<file path="config.mk">
export PLATFORM = sky130hd
export DESIGN_NAME = digit_entry_buffer_flat
export DESIGN_NICKNAME = d
export VERILOG_FILES = /design/src/rtl/digit_entry_buffer_pkg.sv /design/src/rtl/digit_entry_buffer_if.sv /design/src/rtl/digit_entry_buffer_key_debounce.sv /design/src/rtl/digit_entry_buffer.sv /design/src/flat_wrapper.sv
export SDC_FILE = /design/constraint.sdc
export NUM_CORES = 1
export LEC_CHECK = 0
export CELL_PAD_IN_SITES_DETAIL_PLACEMENT = 1
export CELL_PAD_IN_SITES_GLOBAL_PLACEMENT = 1
export CORE_ASPECT_RATIO = 1.5
export CORE_MARGIN = 2
export CORE_UTILIZATION = 30
export DETAILED_ROUTE_END_ITERATION = 6
export PLACE_DENSITY_LB_ADDON = 0.1
export SYNTH_ARGS = -nofsm -noshare
export SYNTH_HDL_FRONTEND = slang
export SYNTH_SLANG_ARGS = --single-unit
</file>
<file path="constraint.sdc">
create_clock -name clk -period 2.7 [get_ports clk]
set_clock_uncertainty 0.2 [all_clocks]
set_input_delay 0.405 -clock clk [delete_from_list [all_inputs] [get_ports clk]]
set_output_delay 0.405 -clock clk [all_outputs]
set_load 0.01 [all_outputs]
</file>
<file path="src/rtl/digit_entry_buffer_pkg.sv">
// digit_entry_buffer_pkg: shared constants, types and helpers for the digit entry buffer.
//   DIGIT_W   - width of one hex digit
//   DEPTH     - number of digits in the store
//   ADDR_W    - width of the read address
//   CNT_W     - width of the valid-digit counter (holds 0..DEPTH)
//   deb_state_e - debouncer state encoding
package digit_entry_buffer_pkg;

    localparam int DIGIT_W = 4;
    localparam int DEPTH   = 8;
    localparam int ADDR_W  = $clog2(DEPTH);
    localparam int CNT_W   = $clog2(DEPTH + 1);

    typedef logic [DIGIT_W-1:0] digit_t;

    typedef enum logic [1:0] {
        IDLE         = 2'd0,
        PRESS_WAIT   = 2'd1,
        HELD         = 2'd2,
        RELEASE_WAIT = 2'd3
    } deb_state_e;

    // Count up by one but never past DEPTH; a push into a full store keeps the count.
    function automatic logic [CNT_W-1:0] sat_inc(input logic [CNT_W-1:0] c);
        return (c == CNT_W'(DEPTH)) ? c : c + CNT_W'(1);
    endfunction

endpackage

</file>
<file path="src/rtl/digit_entry_buffer_if.sv">
// digit_entry_buffer_if: user/scan-side signal bundle of the digit entry buffer.
//   sw          - hex digit value to enter
//   btn_push    - raw PUSH button, active high, asynchronous
//   btn_clr     - raw CLEAR button, active high, asynchronous
//   rd_addr     - digit index from the scan counter
//   rd_data     - store content at rd_addr, combinational
//   digit_count - number of valid digits, 0..DEPTH
//   full        - high when digit_count == DEPTH
//   master: drives buttons/switches/address; slave: the buffer itself
interface digit_entry_buffer_if;
    import digit_entry_buffer_pkg::*;

    digit_t            sw;
    logic              btn_push;
    logic              btn_clr;
    logic [ADDR_W-1:0] rd_addr;
    digit_t            rd_data;
    logic [CNT_W-1:0]  digit_count;
    logic              full;

    modport master (
        output sw, btn_push, btn_clr, rd_addr,
        input  rd_data, digit_count, full
    );

    modport slave (
        input  sw, btn_push, btn_clr, rd_addr,
        output rd_data, digit_count, full
    );

endinterface

</file>
<file path="src/rtl/digit_entry_buffer_key_debounce.sv">
// key_debounce: tick-sampled debouncer turning a synchronized button into one press pulse.
//   clk      - system clock, rising edge
//   rst_n    - asynchronous active-low reset
//   tick_i   - sample strobe, one clk cycle wide
//   btn_s_i  - synchronized button level, active high
//   press_o  - one-cycle pulse when a press has been stable for STABLE_SAMPLES ticks
module key_debounce
    import digit_entry_buffer_pkg::*;
#(
    parameter int STABLE_SAMPLES = 4
) (
    input  logic clk,
    input  logic rst_n,
    input  logic tick_i,
    input  logic btn_s_i,
    output logic press_o
);

    localparam int CW = $clog2(STABLE_SAMPLES + 1);

    deb_state_e    state_q, state_d;
    logic [CW-1:0] cnt_q, cnt_d;
    logic [CW-1:0] cnt_inc;
    logic          last_sample;

    assign cnt_inc     = cnt_q + CW'(1);
    // True when the sample being taken now completes a stable run.
    assign last_sample = (cnt_inc == CW'(STABLE_SAMPLES));

    always_ff @(posedge clk or negedge rst_n) begin
        if (!rst_n) begin
            state_q <= IDLE;
            cnt_q   <= '0;
        end else begin
            state_q <= state_d;
            cnt_q   <= cnt_d;
        end
    end

    // With STABLE_SAMPLES == 1 the wait states are skipped: the first
    // sample that differs already decides the edge.
    always_comb begin
        state_d = state_q;
        cnt_d   = cnt_q;
        press_o = 1'b0;
        if (tick_i) begin
            case (state_q)
                IDLE: begin
                    if (btn_s_i) begin
                        if (STABLE_SAMPLES == 1) begin
                            state_d = HELD;
                            press_o = 1'b1;
                        end else begin
                            state_d = PRESS_WAIT;
                            cnt_d   = CW'(1);
                        end
                    end
                end
                PRESS_WAIT: begin
                    if (!btn_s_i) begin
                        state_d = IDLE;
                    end else if (last_sample) begin
                        state_d = HELD;
                        press_o = 1'b1;
                    end else begin
                        cnt_d = cnt_inc;
                    end
                end
                HELD: begin
                    if (!btn_s_i) begin
                        if (STABLE_SAMPLES == 1) begin
                            state_d = IDLE;
                        end else begin
                            state_d = RELEASE_WAIT;
                            cnt_d   = CW'(1);
                        end
                    end
                end
                RELEASE_WAIT: begin
                    // A bounce back to 1 returns to HELD without a new press.
                    if (btn_s_i) begin
                        state_d = HELD;
                    end else if (last_sample) begin
                        state_d = IDLE;
                    end else begin
                        cnt_d = cnt_inc;
                    end
                end
                default: state_d = IDLE;
            endcase
        end
    end

endmodule

</file>
<file path="src/rtl/digit_entry_buffer.sv">
// digit_entry_buffer: writable 8x4 digit store fed by debounced PUSH/CLEAR buttons.
//   clk    - system clock, rising edge
//   rst_n  - asynchronous active-low reset
//   bus    - slave side of digit_entry_buffer_if: sw, btn_push, btn_clr, rd_addr in;
//            rd_data (combinational mem[rd_addr]), digit_count, full out
// PUSH shifts sw in as digit 0 and moves the others up; CLEAR empties the store.
module digit_entry_buffer
    import digit_entry_buffer_pkg::*;
#(
    parameter int DEB_CYCLES     = 100_000,
    parameter int STABLE_SAMPLES = 4
) (
    input  logic                 clk,
    input  logic                 rst_n,
    digit_entry_buffer_if.slave  bus
);

    localparam int TW = (DEB_CYCLES > 1) ? $clog2(DEB_CYCLES) : 1;

    logic [TW-1:0]    tcnt_q, tcnt_d;
    logic             tick;
    logic [1:0]       push_sync_q, clr_sync_q;
    logic             push_ev, clr_ev;
    digit_t           mem_q [DEPTH];
    digit_t           mem_d [DEPTH];
    logic [CNT_W-1:0] count_q, count_d;
    logic             full_q, full_d;

    assign tick   = (tcnt_q == TW'(DEB_CYCLES - 1));
    assign tcnt_d = tick ? '0 : tcnt_q + TW'(1);

    key_debounce #(.STABLE_SAMPLES(STABLE_SAMPLES)) u_push_deb (
        .clk     (clk),
        .rst_n   (rst_n),
        .tick_i  (tick),
        .btn_s_i (push_sync_q[1]),
        .press_o (push_ev)
    );

    key_debounce #(.STABLE_SAMPLES(STABLE_SAMPLES)) u_clr_deb (
        .clk     (clk),
        .rst_n   (rst_n),
        .tick_i  (tick),
        .btn_s_i (clr_sync_q[1]),
        .press_o (clr_ev)
    );

    // Clear takes priority so a simultaneous push is dropped rather than
    // leaving a stray digit behind.
    always_comb begin
        mem_d   = mem_q;
        count_d = count_q;
        if (clr_ev) begin
            for (int i = 0; i < DEPTH; i++) mem_d[i] = '0;
            count_d = '0;
        end else if (push_ev) begin
            for (int i = DEPTH - 1; i > 0; i--) mem_d[i] = mem_q[i-1];
            mem_d[0] = bus.sw;
            count_d  = sat_inc(count_q);
        end
        full_d = (count_d == CNT_W'(DEPTH));
    end

    always_ff @(posedge clk or negedge rst_n) begin
        if (!rst_n) begin
            tcnt_q      <= '0;
            push_sync_q <= '0;
            clr_sync_q  <= '0;
            count_q     <= '0;
            full_q      <= 1'b0;
            for (int i = 0; i < DEPTH; i++) mem_q[i] <= '0;
        end else begin
            tcnt_q      <= tcnt_d;
            push_sync_q <= {push_sync_q[0], bus.btn_push};
            clr_sync_q  <= {clr_sync_q[0], bus.btn_clr};
            count_q     <= count_d;
            full_q      <= full_d;
            mem_q       <= mem_d;
        end
    end

    assign bus.rd_data     = mem_q[bus.rd_addr];
    assign bus.digit_count = count_q;
    assign bus.full        = full_q;

endmodule

</file>
<file path="src/flat_wrapper.sv">
// flat-port wrapper written by rule: the top's interface ports become plain ports
module digit_entry_buffer_flat import digit_entry_buffer_pkg::*;
#(
    parameter int DEB_CYCLES     = 100_000,
    parameter int STABLE_SAMPLES = 4
)
  (clk, rst_n, bus_sw, bus_btn_push, bus_btn_clr, bus_rd_addr, bus_rd_data, bus_digit_count, bus_full);
  digit_entry_buffer_if bus_i ();
  input  logic clk;
  input  logic rst_n;
  input wire logic [$bits(bus_i.sw)-1:0] bus_sw;
  input wire logic [$bits(bus_i.btn_push)-1:0] bus_btn_push;
  input wire logic [$bits(bus_i.btn_clr)-1:0] bus_btn_clr;
  input wire logic [$bits(bus_i.rd_addr)-1:0] bus_rd_addr;
  output wire logic [$bits(bus_i.rd_data)-1:0] bus_rd_data;
  output wire logic [$bits(bus_i.digit_count)-1:0] bus_digit_count;
  output wire logic [$bits(bus_i.full)-1:0] bus_full;
  assign bus_i.sw = bus_sw;
  assign bus_i.btn_push = bus_btn_push;
  assign bus_i.btn_clr = bus_btn_clr;
  assign bus_i.rd_addr = bus_rd_addr;
  assign bus_rd_data = bus_i.rd_data;
  assign bus_digit_count = bus_i.digit_count;
  assign bus_full = bus_i.full;
  digit_entry_buffer #(.DEB_CYCLES(DEB_CYCLES), .STABLE_SAMPLES(STABLE_SAMPLES)) u_core (.clk(clk), .rst_n(rst_n), .bus(bus_i));
endmodule
</file>
==> run summary, run 1 <==
crit path DAT -> 1.91 ns
Worst Tran Pin Value -> 0.716 ns
Antenna Diode Count -> 0
Sink Count -> 68
residual DRC count -> 0
VDD IR-drop max -> 0.312 mV
Worst EP required -> 2.10 ns
count of cell types in the netlist -> 40
fillers -> 1,270
later-pin clock latency in the skew report -> 0.33 ns
Total Power -> 2.14 mW
CP Launch Type -> input pin
initial core utilization -> 0.309
Crit. End Element -> primary output
IO Pins -> 20
Synth-to-Final Area Change -> 18.6%
setup tns final -> 0 ns
Yosys top cell by area -> dfrtp_1
Slew Limit Fails -> 0
Synth Flop Type -> dfrtp_1
first-pass GRT wire length -> 12.3 mm
Tcrit/Tclk final -> 0.930
Initial DRT Pass Iterations -> 4
Tmin final -> 2.51 ns
top-area cell type share of the netlist area -> 0.497
top post-synthesis cells by area -> dfrtp_1 (50%), mux2i_1 (9.4%), mux4_2 (5.3%)
# setup viols final -> 0
# port buffers -> 19
syn avg cell area -> 11.8 µm²
Yosys reg bits -> 68
H-Tree Depth -> 3
Post-Syn Area -> 3420 µm²
CTS max path bufs -> 2
LEAKAGE -> 1.71 nW
Hold Slack -> 0.155 ns
Max Freq -> 0.398 GHz
CTS tree -> built
Final Hold Viols -> 0
YS warnings -> 0
Starting DRT DRC Count -> 37
sw frac -> 0.211
vias in the first global route -> 2,509
commonest non-fill, non-tap cell in the layout -> dfrtp_1
DIE HEIGHT -> 135 µm
RSZ-0062 raised after global routing -> no
Worst R2R Setup Slack -> 0.32 ns
clock slew at reported path FFs -> 0.05 ns
Max Cap Viol -> 0
HPWL Detailed -> 5.23 mm
met1 Use GR -> 0.147
Final ANT Viol Nets -> 0
most frequent cells in the layout -> dfrtp_1 (68), mux2i_1 (32), nor2_1 (24)
setup bufs post-CTS -> 0
Int Power -> 1.69 mW
CP Class -> in2out
power share of the clock group -> 0.495
Critical Path Fanout Max -> 8
Placer Congestion -> 0.735
pin count of the biggest net entering global routing -> 33
met2 usage -> 0.229
M3 GR Usage -> 0.0352
initial antenna violation count -> 0
total gr overflow -> 0
post-synthesis sequential area ratio -> 0.497
Die ar. -> 12,300 µm²
sequential power share -> 0.479
cts bufs inserted -> 9
Psw -> 0.452 mW
Worst slew margin -> 0.523
Power Density -> 527 nW/µm²
Critical Path End -> bus_rd_data[2]
reg2reg start -> u_core.u_push_deb.cnt_q[0]
Tot GR Track Use -> 0.130
status -> complete, no violations
Post-synth EDFFs -> 0
syn nets -> 309
Core ar. -> 11,100 µm²
R2R cell count -> 7
hold_sp -> u_core.push_sync_q[0]
Die W -> 91.2 µm
share of flip-flops with an asynchronous set or reset -> 1.00
via count -> 2,302
combinational group share of total power -> 0.026
Via density -> 4.92
layout cells sized above 1 -> 0.196
post-DR wirelength/cell -> 15.4 µm
cell at the root of the clock tree -> clkbuf_16
Critical Path Source -> bus_rd_addr[1]
FP Rows -> 47
# nets final -> 334
Final Cell Area -> 4060 µm²
most used routing layer -> met2
routed wire length -> 7.22 mm
Mapped Cells -> 291
r2r endpoint -> u_core.mem_q[29]
worst min path class -> reg2reg
Placed Area -> 3780 µm²
-- worst min-delay path by stage --
stage | end | slack [ns] | cells past startpoint
floorplan | async pin | -0.09 | 0
finish | u_core.push_sync_q[1] | 0.15 | 0
global route | u_core.push_sync_q[1] | 0.17 | 0
CTS | u_core.push_sync_q[1] | 0.16 | 0
detailed placement | u_core.push_sync_q[1] | 0.14 | 0
global placement | u_core.clr_sync_q[1] | 0.14 | 0
-- power groups by stage --
stage | clock network [mW] | logic (mW) | registers [mW]
4_1_cts | 1.11 | 0.0579 | 1.02
3_5_place_dp | 0 | 0.0573 | 1.04
6_report | 1.06 | 0.0545 | 1.02
2_1_floorplan | 0 | 0.0122 | 1.04
5_1_grt | 1.14 | 0.0622 | 1.02
3_3_place_gp | 0 | 0.0555 | 1.04
-- routing by layer --
metal	vias to the layer above	routed length, µm
met5	-	0
met4	0	114
met3	6	156
met2	25	3830
met1	1190	3120
li1	1081	-
-- critical path, cell delays in order --
cell and delay, ns:
clkdlybuf4s50_1 0.46, buf_4 0.17, mux4_2 0.31, mux2_2 0.28
dlygate4sd2_1 0.28
-- synthesized netlist by cell type, types with 7 or more instances --
cell / number
xor2_1: 7
xnor2_1: 8
nor2_1: 25
nand2_1: 19
o21ai_0: 10
mux4_2: 8
nor2_2: 19
nand3_1: 13
mux2i_1: 32
o21ai_1: 7
a21oi_1: 7
ha_1: 7
dfrtp_1: 68
-- layout make-up --
cell class / instances / area [µm²] / area share
Inverter: 6 / 22.5 / 0.00555
Clock inverter: 5 / 27.5 / 0.00679
Multi-Input combinational cell: 204 / 1590 / 0.391
Timing Repair Buffer: 27 / 292 / 0.0719
Sequential cell: 68 / 1700 / 0.419
Tap cell: 147 / 184 / 0.0453
Clock buffer: 11 / 243 / 0.0598
-- flip-flops by register name (all words and copies together) (netlist names), named ones only --
register,count
u_core.clr_sync_q,2
u_core.u_clr_deb.cnt_q,3
u_core.u_push_deb.state_q,1
u_core.tcnt_q,17
u_core.u_clr_deb.state_q,1
u_core.bus.full,1
u_core.mem_q,32
u_core.u_push_deb.cnt_q,3
u_core.bus.digit_count,4
u_core.push_sync_q,2
-- logic make-up after synthesis --
group,share of synthesized area
xor+xnor,0.0384
buf+inv,0.0432
fa+ha+maj,0.0256
flops,0.497
mux,0.166
compound gates,0.0472
simple gates,0.182
-- stage by stage --
step / worst slack [ns] / cells / util
global route: 0.131 / 468 / 0.367
detailed placement: -0.234 / 451 / 0.342
floorplan: 0.589 / 291 / -
finish: 0.189 / 468 / 0.367
global placement: -0.211 / 451 / 0.342
CTS: 0.180 / 468 / 0.367
-- repair_timing --
item | 4_1_cts | 5_1_grt
hold endpoints to repair | 29 | 0
setup endpoints to repair | 4 | 0
resized for setup | 5 | 0
hold buffers | 1 | 0
(Power assumes the default switching activity.)
==> run 2, diff against run 1 <==
--- a/config.mk
+++ b/config.mk
@@ -10,6 +10,7 @@
 export CORE_ASPECT_RATIO = 1.5
 export CORE_MARGIN = 2
 export CORE_UTILIZATION = 30
+export CTS_BUF_LIST = sky130_fd_sc_hd__clkbuf_2
 export DETAILED_ROUTE_END_ITERATION = 6
 export PLACE_DENSITY_LB_ADDON = 0.1
 export SYNTH_ARGS = -nofsm -noshare
==> run summary, run 2 (synthesized netlist as in run 1, its figures left out) <==
CP Class -> reg2out (was in2out)
Tot GR Track Use -> 0.130 (about the same)
Max Cap Viol -> 0 (unchanged)
Initial DRT Pass Iterations -> 4 (unchanged)
Placer Congestion -> 0.735 (unchanged)
later-pin clock latency in the skew report -> 0.51 ns (was 0.33 ns)
Worst Tran Pin Value -> 0.719 ns (was 0.716 ns)
commonest non-fill, non-tap cell in the layout -> dfrtp_1 (unchanged)
routed wire length -> 7.21 mm (was 7.22 mm)
CTS max path bufs -> 2 (unchanged)
initial core utilization -> 0.309 (unchanged)
residual DRC count -> 0 (unchanged)
Psw -> 0.395 mW (was 0.452 mW)
Max Freq -> 0.390 GHz (was 0.398 GHz)
# port buffers -> 19 (unchanged)
via count -> 2,308 (was 2,302)
Finished Layout Cells -> 469 (was 468)
power share of the clock group -> 0.307 (was 0.495)
Worst slew margin -> 0.521 (was 0.523)
total gr overflow -> 0 (unchanged)
Synth-to-Final Area Change -> 13.2% (was 18.6%)
FP Rows -> 47 (unchanged)
Slew Limit Fails -> 0 (unchanged)
IO Pins -> 20 (unchanged)
RSZ-0062 raised after global routing -> no (unchanged)
Top reg by flops -> u_core.mem_q (unchanged)
pin count of the biggest net entering global routing -> 33 (unchanged)
sequential power share -> 0.658 (was 0.479)
cts bufs inserted -> 9 (unchanged)
initial antenna violation count -> 1 (was 0)
worst min path class -> in2reg (was reg2reg)
H-Tree Depth -> 3 (unchanged)
Die ar. -> 12,300 µm² (unchanged)
Worst EP required -> 2.10 ns (about the same)
Worst R2R Setup Slack -> 0.31 ns (was 0.32 ns)
DIE HEIGHT -> 135 µm (unchanged)
setup bufs post-CTS -> 0 (unchanged)
Final ANT Viol Nets -> 0 (unchanged)
Via density -> 4.92 (about the same)
Die W -> 91.2 µm (unchanged)
VDD IR-drop max -> 0.200 mV (was 0.312 mV)
vias in the first global route -> 2,493 (was 2,509)
CTS tree -> built (unchanged)
setup tns final -> 0 ns (unchanged)
combinational group share of total power -> 0.035 (was 0.026)
clock slew at reported path FFs -> 0.18 ns (was 0.05 ns)
cell at the root of the clock tree -> clkbuf_2 (was clkbuf_16)
Core ar. -> 11,100 µm² (unchanged)
first-pass GRT wire length -> 12.3 mm (about the same)
fillers -> 1,289 (was 1,270)
crit path DAT -> 1.96 ns (was 1.91 ns)
sw frac -> 0.254 (was 0.211)
LEAKAGE -> 1.62 nW (was 1.71 nW)
HPWL Detailed -> 5.23 mm (unchanged)
Sink Count -> 68 (unchanged)
Critical Path Fanout Max -> 3 (was 8)
Tmin final -> 2.57 ns (was 2.51 ns)
Crit. End Element -> primary output (unchanged)
layout cells sized above 1 -> 0.196 (unchanged)
Total Power -> 1.56 mW (was 2.14 mW)
Final Hold Viols -> 0 (unchanged)
number of flip-flops in the largest register -> 32 (unchanged)
placed cells -> 451 (unchanged)
status -> complete, no violations (unchanged)
Tcrit/Tclk final -> 0.951 (was 0.930)
CP Launch Type -> register (was input pin)
most frequent cells in the layout -> dfrtp_1 (68), mux2i_1 (32), nor2_1 (24) (unchanged)
post-DR wirelength/cell -> 15.4 µm (about the same)
# setup viols final -> 0 (unchanged)
# nets final -> 334 (unchanged)
Power Density -> 402 nW/µm² (was 527 nW/µm²)
Starting DRT DRC Count -> 54 (was 37)
Int Power -> 1.16 mW (was 1.69 mW)
==> run 2: cell types whose count changed in the layout (fill, tap and decap cells not counted), sizes merged <==
| cell | change |
|---|---|
| clkdlybuf4s15 | +3 |
| dlygate4sd2 | -3 |
| clkbuf | -1 |
| clkinv | +1 |
| diode | +1 |
==> run 2: critical path, cell delays in order (launching register included) <==
cell and delay, ns:
dfrtp_1 0.46, mux4_2 0.45, mux2_2 0.26, dlygate4sd2_1 0.29
==> run 2: layout make-up <==
class | count | area, µm² | area share
Sequential cell | 68 | 1700 | 0.439
Multi-Input combinational cell | 204 | 1590 | 0.410
Timing Repair Buffer | 27 | 295 | 0.0762
Tap cell | 147 | 184 | 0.0475
Clock buffer | 10 | 50.0 | 0.0129
Clock inverter | 6 | 31.3 | 0.00807
Inverter | 6 | 22.5 | 0.00581
Antenna cell | 1 | 2.50 | 0.000646
==> run 2: path summary, 6_finish.rpt <==
kind | from | end | depth (start not counted)
setup / recovery | u_core.mem_q[31] | bus_rd_data[3] | 3
hold / removal | bus_btn_clr | u_core.clr_sync_q[0] | 1
setup reg to reg | u_core.u_push_deb.cnt_q[0] | u_core.mem_q[15] | 7
hold reg to reg | u_core.push_sync_q[0] | u_core.push_sync_q[1] | 0
max in group asynchronous | rst_n | u_core.tcnt_q[12] | 3
min in group asynchronous | rst_n | u_core.mem_q[22] | 2
==> run 2: timing repair <==
action                                  4_1_cts  5_1_grt
endpoints found under the hold margin        29        0
endpoints found under the setup margin        4        3
gates resized for setup                       5        3
hold buffers                                  1        0
==> run 2: per-stage QoR <==
| step | setup slack [ns] | hold WS (ns) | util | cell area [µm²] |
|---|---|---|---|---|
| floorplan | 0.589 | -0.0906 | - | 3420 |
| global route | 0.000436 | 0.0579 | 0.350 | 3870 |
| CTS | 0.00368 | 0.0404 | 0.350 | 3870 |
| finish | 0.133 | 0.117 | 0.350 | 3870 |
| detailed placement | -0.234 | 0.136 | 0.342 | 3780 |
| global placement | -0.211 | 0.135 | 0.342 | 3780 |
==> run 2: routing by layer <==
metal | up-vias | track usage | wire length (µm)
li1 | 1080 | - | -
met4 | 0 | 0.0556 | 135
met2 | 29 | 0.230 | 3800
met3 | 9 | 0.0352 | 204
met5 | - | 0 | 0
met1 | 1190 | 0.146 | 3060
==> run 2: power by group through the flow <==
stage          sequential [mW]  clock (mW)  combinational (mW)
3_3_place_gp              1.04           0              0.0555
3_5_place_dp              1.04           0              0.0573
6_report                  1.02       0.478              0.0546
5_1_grt                   1.03       0.558              0.0623
4_1_cts                   1.02       0.521              0.0579
2_1_floorplan             1.04           0              0.0122
==> run 3, diff against run 2 <==
--- a/config.mk
+++ b/config.mk
@@ -11,6 +11,7 @@
 export CORE_MARGIN = 2
 export CORE_UTILIZATION = 30
 export CTS_BUF_LIST = sky130_fd_sc_hd__clkbuf_2
+export CTS_CLUSTER_SIZE = 24
 export DETAILED_ROUTE_END_ITERATION = 6
 export PLACE_DENSITY_LB_ADDON = 0.1
 export SYNTH_ARGS = -nofsm -noshare
==> results of run 3 <==
Same layout as run 2: the final DEF is identical, and so are final timing and power.
